### config.mk
export PLATFORM = sky130hd
export DESIGN_NAME = mem_port_arbiter
export DESIGN_NICKNAME = d
export VERILOG_FILES = /design/src/rtl/mem_port_arbiter.sv
export SDC_FILE = /design/constraint.sdc
export NUM_CORES = 1
export LEC_CHECK = 0
export ABC_AREA = 1
export ABC_CLOCK_PERIOD_IN_PS = 8500
export CORE_MARGIN = 10
export CORE_UTILIZATION = 44
export CTS_CLUSTER_DIAMETER = 120
export DETAILED_ROUTE_END_ITERATION = 8
export PLACE_DENSITY = 0.81
export REMOVE_ABC_BUFFERS = 1
export SYNTH_ARGS = -nofsm -noshare
export SYNTH_HDL_FRONTEND = slang
export SYNTH_SLANG_ARGS = --single-unit
### constraint.sdc
create_clock -name clk -period 8.5 [get_ports clk]
set_input_delay 2.55 -clock clk [delete_from_list [all_inputs] [get_ports clk]]
set_output_delay 2.55 -clock clk [all_outputs]
set_load 0.01 [all_outputs]
### src/rtl/mem_port_arbiter.sv
// Arbitrates one single-ported memory between the CPU fetch (I) and load/store (D) requesters.
// D has priority, but I is forced through after MAX_D_STREAK back-to-back D grants.
module mem_port_arbiter #(
    parameter int ADDR_W       = 32,
    parameter int MAX_D_STREAK = 4,
    parameter int TIMEOUT      = 16
) (
    input  logic              clk,
    input  logic              reset,
    input  logic              i_req,
    input  logic [ADDR_W-1:0] i_addr,
    output logic              i_ack,
    output logic [31:0]       i_rdata,
    input  logic              d_req,
    input  logic              d_we,
    input  logic [ADDR_W-1:0] d_addr,
    input  logic [3:0]        d_be,
    input  logic [31:0]       d_wdata,
    output logic              d_ack,
    output logic [31:0]       d_rdata,
    output logic              mem_req,
    output logic              mem_we,
    output logic [ADDR_W-1:0] mem_addr,
    output logic [3:0]        mem_be,
    output logic [31:0]       mem_wdata,
    input  logic [31:0]       mem_rdata,
    input  logic              mem_ack,
    output logic              err,
    output logic [1:0]        err_code
);

    // state | meaning
    // IDLE  | arbitrate between i_req and d_req
    // BUS   | memory transaction outstanding, timeout running
    // DONE  | one-cycle ack (and err) to the granted requester
    typedef enum logic [1:0] {IDLE, BUS, DONE} state_t;

    localparam int SW = $clog2(MAX_D_STREAK + 1);

    state_t        state;
    logic [SW-1:0] streak;
    logic [7:0]    tcnt;
    logic          gnt_d;

    logic streak_full;
    logic grant_d;
    logic grant_i;
    logic be_ok;
    logic i_bad;
    logic d_bad;

    always_comb begin
        streak_full = (streak == SW'(MAX_D_STREAK));
        grant_d     = d_req && !(i_req && streak_full);
        grant_i     = i_req && !grant_d;
        case (d_be)
            4'b1111, 4'b0001, 4'b0010, 4'b0100, 4'b1000: be_ok = 1'b1;
            default:                                     be_ok = 1'b0;
        endcase
        i_bad = (i_addr[1:0] != 2'b00);
        d_bad = !be_ok || ((d_be == 4'b1111) && (d_addr[1:0] != 2'b00));
    end

    always_ff @(posedge clk or posedge reset) begin
        if (reset) begin
            state     <= IDLE;
            streak    <= '0;
            tcnt      <= '0;
            gnt_d     <= 1'b0;
            i_ack     <= 1'b0;
            i_rdata   <= '0;
            d_ack     <= 1'b0;
            d_rdata   <= '0;
            mem_req   <= 1'b0;
            mem_we    <= 1'b0;
            mem_addr  <= '0;
            mem_be    <= '0;
            mem_wdata <= '0;
            err       <= 1'b0;
            err_code  <= '0;
        end else begin
            i_ack <= 1'b0;
            d_ack <= 1'b0;
            err   <= 1'b0;
            case (state)
                IDLE: begin
                    if (grant_d || grant_i) begin
                        gnt_d <= grant_d;
                        if (grant_d && i_req) begin
                            if (!streak_full)
                                streak <= streak + 1'b1;
                        end else begin
                            streak <= '0;
                        end
                        // Misaligned requests never reach memory; they complete with an error.
                        if (grant_d ? d_bad : i_bad) begin
                            state    <= DONE;
                            err      <= 1'b1;
                            err_code <= grant_d ? 2'b10 : 2'b01;
                            if (grant_d) begin
                                d_ack   <= 1'b1;
                                d_rdata <= '0;
                            end else begin
                                i_ack   <= 1'b1;
                                i_rdata <= '0;
                            end
                        end else begin
                            state     <= BUS;
                            mem_req   <= 1'b1;
                            tcnt      <= 8'(TIMEOUT - 1);
                            mem_addr  <= grant_d ? d_addr : i_addr;
                            mem_we    <= grant_d && d_we;
                            mem_be    <= grant_d ? d_be : 4'b1111;
                            mem_wdata <= grant_d ? d_wdata : '0;
                        end
                    end
                end
                BUS: begin
                    if (mem_ack || (tcnt == 8'd0)) begin
                        mem_req <= 1'b0;
                        state   <= DONE;
                        if (gnt_d) begin
                            d_ack   <= 1'b1;
                            d_rdata <= (mem_ack && !mem_we) ? mem_rdata : '0;
                        end else begin
                            i_ack   <= 1'b1;
                            i_rdata <= mem_ack ? mem_rdata : '0;
                        end
                        if (!mem_ack) begin
                            err      <= 1'b1;
                            err_code <= 2'b11;
                        end
                    end else begin
                        tcnt <= tcnt - 8'd1;
                    end
                end
                DONE: begin
                    state <= IDLE;
                end
                default: begin
                    state <= IDLE;
                end
            endcase
        end
    end

endmodule

Word-level counts from Yosys, hierarchy flattened
Index checks and enable logic that the tools add are counted.
{ "totals": {"ff_bits": 153, "elab_cells": 121} }
{ "classes": {"n_addsub": 2, "eq_ne": 18, "muxes": 56, "n_bitwise": 1, "n_reduce_logical": 29} }
{ "ops": {"columns": ["cell", "count"], "rows": [
  ["$mux W32", 14],
  ["$pmux W32 S2", 2],
  ["$mux W8", 3],
  ["$ne A2 B2 Y1 const B", 11],
  ["$mux W1", 19],
  ["$mux W2", 8],
  ["$pmux W8 S2", 1],
  ["$reduce_and A6 Y1", 2],
  ["$eq A4 B4 Y1 const B", 2],
  ["$logic_not A8 Y1", 1],
  ["$pmux W1 S2", 4],
  ["$pmux W2 S2", 2],
  ["$reduce_and A4 Y1", 2],
  ["$sub A8 B1 Y8 const B", 1],
  ["$logic_and A1 B1 Y1", 7],
  ["$mux W3", 2],
  ["$reduce_and A3 Y1", 2],
  ["$reduce_bool A2 Y1", 3],
  ["$reduce_and A5 Y1", 1],
  ["$reduce_or A5 Y1", 1],
  ["$eq A4 B1 Y1 const B", 1],
  ["$eq A4 B2 Y1 const B", 1],
  ["$eq A4 B3 Y1 const B", 1],
  ["$logic_not A1 Y1", 4],
  ["8 further kinds", 11]
]} }

Depth between registers and ports, before layout
{ "depth": {"depth_word": 9, "depth_mapped": 12, "mapped_depth_nobuf": 11} }

Worst setup path before layout
OpenSTA, ideal clock, no wires.
{ "synth_path": {"kind": "input to register", "start": "in d_be[3]", "end": "reg d_rdata[0]", "setup_time_ns": 0.117, "arrival_time_ns": 3.448, "required_ns": 8.383, "setup_slack_ns": 4.936, "cell_stages": 12, "n_path_buf": 1, "cell_sequence": "nand2_1 nor2_1 inv_1 nand3_1 nand2_1 nand2_2 nand2_1 nand2_2 nand2_4 buf_6 nand2_1 nand2_1"} }
{ "synth_between": {"elab_chain_cells": 8, "word_cells_on_any_way": 13, "classes_between": "6 x eq/ne; 2 x mux; 5 x reduce/logical"} }
{ "synth_rtl": {"columns": ["element", "line_no", "rtl"], "rows": [
  ["start: declaration", "17", "input logic [3:0] d_be,"],
  ["$eq A4 B4 Y1, or another cell as far along", "56, 61", null],
  ["$reduce_or A5 Y1", "56", "case (d_be)"],
  ["$mux W1", "56", null],
  ["$logic_not A1 Y1", "61", "d_bad = !be_ok || ((d_be == 4'b1111) && (d_addr[1:0] != 2'b00));"],
  ["$logic_or A1 B1 Y1 (*)", "61", null],
  ["$mux W1 (*)", "96", "if (grant_d ? d_bad : i_bad) begin"],
  ["$ne A2 B2 Y1 (no line) (*)", null, null],
  ["$reduce_and A6 Y1 (no line) (*)", null, null],
  ["end signal: assignment", "124", "d_rdata <= (mem_ack && !mem_we) ? mem_rdata : '0;"],
  ["end: declaration", "20", "output logic [31:0] d_rdata,"]
]} }
Mark *: on every way between the ends. The rest lies on a longest branch, timed or not.
A chain may end at the register's enable or synchronous reset.

Worst setup path in the final report
{ "layout_path": {"start": "in i_req", "end": "reg tcnt[1]"} }
{ "layout_between": {"elab_chain_cells": 8, "word_cells_on_any_way": 10, "classes_between": "2 x eq/ne; 1 x mux; 7 x reduce/logical"} }
{ "layout_rtl": {"columns": ["element", "line_no", "rtl"], "rows": [
  ["start: declaration", "10", "input logic i_req,"],
  ["$logic_and A1 B1 Y1", "54", "grant_d = d_req && !(i_req && streak_full);"],
  ["$logic_not A1 Y1", "54", null],
  ["$logic_and A1 B1 Y1", "54", null],
  ["$logic_not A1 Y1", "55", "grant_i = i_req && !grant_d;"],
  ["$logic_and A1 B1 Y1", "55", null],
  ["$logic_or A1 B1 Y1", "87", "if (grant_d || grant_i) begin"],
  ["$ne A2 B2 Y1 (no line)", null, null],
  ["$reduce_and A4 Y1 (no line) (*)", null, null],
  ["end signal: assignment", "110", "tcnt <= 8'(TIMEOUT - 1);"],
  ["end signal: assignment", "134", "tcnt <= tcnt - 8'd1;"],
  ["end: declaration", "42", "logic [7:0] tcnt;"]
]} }
Marks and branches as above.

==> key figures <==
Worst hold path
  – HP Start: err_code[1]
  – Worst Hold Class: flop to flop
  – Hold Path End: err_code[1]
  – Hold depth: 2

Setup path
  – Crit-path slowest cell: buf_4
  – Arrival time worst endpoint: between 5 and 6 ns
  – Cell chain of the critical path: clkdlybuf4s50_1 -> nand3_1 -> nand2_2 -> o21ai_2 -> nand3_4 -> buf_4 -> nand2_2 -> nand2_1 -> o21ai_0
  – CP top delay family: buffers and inverters
  – RR Endpoint: tcnt[1]
  – Element type at the critical path start: input pin
  – FF-to-FF setup slack: about 5.5 ns
  – Worst r2r src: streak[0]
  – Worst Path Required: between 8 and 9 ns
  – Crit end category: flop
  – Critical path fanouts, max: 111
  – Max incr delay on CP: 0.75 ns
  – Reg2reg path depth: 10
  – WP buf/inv: 2
  – Critical path class: input pin to flop
  – Crit path top cell by count: nand2_2

CTS
  – Clk_lat worst skew: roughly 0.42 ns
  – Cts repair resizes: 0
  – Root buffer cell: clkbuf_16
  – Reg clk slew, reported paths: around 0.060 ns
  – H-tree Lvls: 4
  – Clock Path Buffers: 2
  – Sinks on Clock Net: 153
  – Post-CTS Hold Buffers: 0
  – Cts bufs inserted: 17
  – CTS tree: yes
  – Postcts setup bufs: 0

Logic synthesis
  – Yosys cell types: 28
  – Compound-gate portion of the synthesized area: 7.36%
  – Simple-gate area share of the yosys netlist: a little under a third
  – Sequential share of the synthesized area: ~55%
  – Synth Area in Adders: less than 1%
  – Synth warnings: 0
  – Largest family of logic cells by synthesized area: simple AND/OR/NAND/NOR gates
  – #FFs+latches synth: approximately 150
  – Syn_area_per_cell: roughly 8 sq um
  – Post-synthesis cell count: between 800 and 900
  – Multiplexer area fraction after synthesis: 0%
  – Xor-xnor portion of the synthesized cell area: less than 1%
  – Syn Std Cell Area: 0.00696 sq mm

Global route
  – Congestion Overflow GR: 0
  – First-pass GRT wire length: 34.9 mm
  – Pin count of the biggest net entering global routing: 112
  – Vias in the first global route: between 6000 and 7000
  – Global-route usage over all layers: 20.5%
  – Initial antenna violation count: 1

Timing
  – Final setup vio count: 0
  – Tightest Pin Transition: around 1.0 ns
  – Fin crit share: 59.7%
  – Final clock skew: 0.00821 ns
  – Setup TNS: 0 ns
  – RSZ-0062 raised after global routing: false
  – Final Critical Period: about 5.1 ns
  – Slew Viols, Final: 0
  – Max-slew headroom: between 30% and 40%
  – Endpoints failing hold: 0
  – Fmax: ~200 MHz

Power and ir drop
  – Internal cell power: ~2.2 mW
  – Pwr dens: roughly 330 mW/mm^2
  – Seq pwr share: 35.2%
  – Comb pwr share: between 40% and 50%
  – Reported net switching power: 1.18 mW
  – Leakage: about 5 nW
  – Peak VDD IR: approximately 180 uV
  – Switching Share: a little over a third
  – Total power draw: about 3.4 mW
  – Clock share of power: roughly 22%

Detailed routing
  – Final wirelength: between 20 and 25 mm
  – Number of remaining DRC errors: 0
  – DR vias: 6400
  – Final ANT Viol Nets: 0
  – Vias per inst: about 4.8
  – Iter 0 DRT Violations: approximately 360
  – Pre-Repair DR Iteration Count: 5
  – Drt wl/cell: about 17 microns

Final layout
  – Finished Cell Area: between 0.01 and 0.015 sq mm
  – Share of cells above drive strength 1: around 6.4%
  – Net count reported at finish: between 1000 and 1500
  – Fin util: 67.0%
  – Commonest non-fill, non-tap cell in the layout: nand2_1
  – Layout overhead on the synthesized area: 48.1%
  – Most frequent cells in the layout: 389 x nand2_1, 276 x clkdlybuf4s50_1, 153 x dfrtp_1, 79 x nor2_1, 46 x nand3_1

Place
  – I/O Buffers: around 280
  – Gp weighted congestion: around 0.8
  – Detailed Place HPWL: between 15 and 20 mm
  – Placed inst area: between 0.009 and 0.01 sq mm

Status
  – Outcome: finished, final reports clean

Floorplan
  – # IOs: 277
  – Die height: 146 microns
  – Initial core utilization: 45.3%
  – CORE AREA: 0.0154 sq mm
  – Die width: 146 microns
  – Die Area: around 0.021 sq mm
  – Row cnt: 45

Job
  – Max-cap violations: 0
==> through the flow <==
stage | hold WS [ns] | cells | worst slack, ns
floorplan | 0.497 | 803 | 1.83
global placement | 0.458 | 1297 | 3.06
detailed placement | 0.463 | 1297 | 2.92
CTS | 0.477 | 1329 | 3.36
global route | 0.496 | 1330 | 3.05
finish | 0.475 | 1330 | 3.42
==> worst max path at each step <==
stage / cells past startpoint / end / from
after floorplan: 1 / d_ack / reset
after global placement: 9 / tcnt[0] / i_req
after detailed placement: 9 / tcnt[1] / i_req
after CTS: 9 / tcnt[1] / i_req
after global routing: 8 / tcnt[4] / i_req
final: 9 / tcnt[1] / i_req
==> registers in the layout, summed over array words and instances (netlist names), 2 cells and up <==
| signal | count |
|---|---|
| state | 2 |
| mem_wdata | 32 |
| mem_addr | 32 |
| streak | 3 |
| d_rdata | 32 |
| tcnt | 8 |
| mem_be | 4 |
| err_code | 2 |
| i_rdata | 32 |
==> worst register-to-register path: stages (launching register included) <==
cell and delay (ns):
dfrtp_1 0.38, inv_1 0.09, ha_1 0.16, nand3_1 0.09, nand2_2 0.56, o21ai_2 0.22
nand3_4 0.14, buf_4 0.75, nand2_2 0.26, nand2_1 0.14, o21ai_0 0.09
==> routing by layer <==
layer	GRT usage, %	vias to the layer above	share of wire [%]
met3	6.02	30	5.8
met4	7.28	0	2.4
met5	0	-	0
met1	23.0	3007	39
met2	36.1	189	53
li1	-	3174	-
==> cells in the mapped netlist, drive strengths merged <==
| cell | number | area, sq um |
|---|---|---|
| nand4 | 3 | 18.8 |
| dfrtp | 153 | 3830 |
| nand3 | 48 | 250 |
| or2 | 1 | 6.26 |
| buf | 37 | 292 |
| inv | 25 | 93.8 |
| nor2 | 83 | 327 |
| xor2 | 3 | 26.3 |
| o21ai | 52 | 272 |
| nand2 | 394 | 1500 |
| a31oi | 1 | 6.26 |
| nor3 | 1 | 5.00 |
| clkbuf | 12 | 45.0 |
| a21oi | 34 | 234 |
| xnor2 | 2 | 17.5 |
| ha | 3 | 37.5 |
==> logic make-up (layout without fill, tap and decap cells) <==
logic type / Yosys count / in the layout
and+or+nand+nor: 530 / 530
DFF: 153 / 153
AOI/OAI and AO/OA: 87 / 87
buffers and inverters: 74 / 340
xor gates and xnor gates: 5 / 5
adders and majority gates: 3 / 3
other: 0 / 1
==> power by group through the flow <==
stage	registers (mW)	clock network, mW	logic (mW)
finish	1.18	0.741	1.43
global route	1.22	0.792	1.56
CTS	1.18	0.757	1.46
detailed placement	1.19	0	1.45
global placement	1.18	0	1.42
floorplan	1.32	0	0.473
==> cell type report <==
cell class	count	area (sq um)
Clock inverter	12	125
Clock buffer	20	457
Timing Repair Buffer	283	2820
Inverter	25	98.8
Multi-Input combinational cell	625	2710
Antenna cell	1	2.50
Tap cell	211	264
Sequential cell	153	3830
Fill cell	1279	5070
Note: power is estimated with default switching activity, not from simulation.
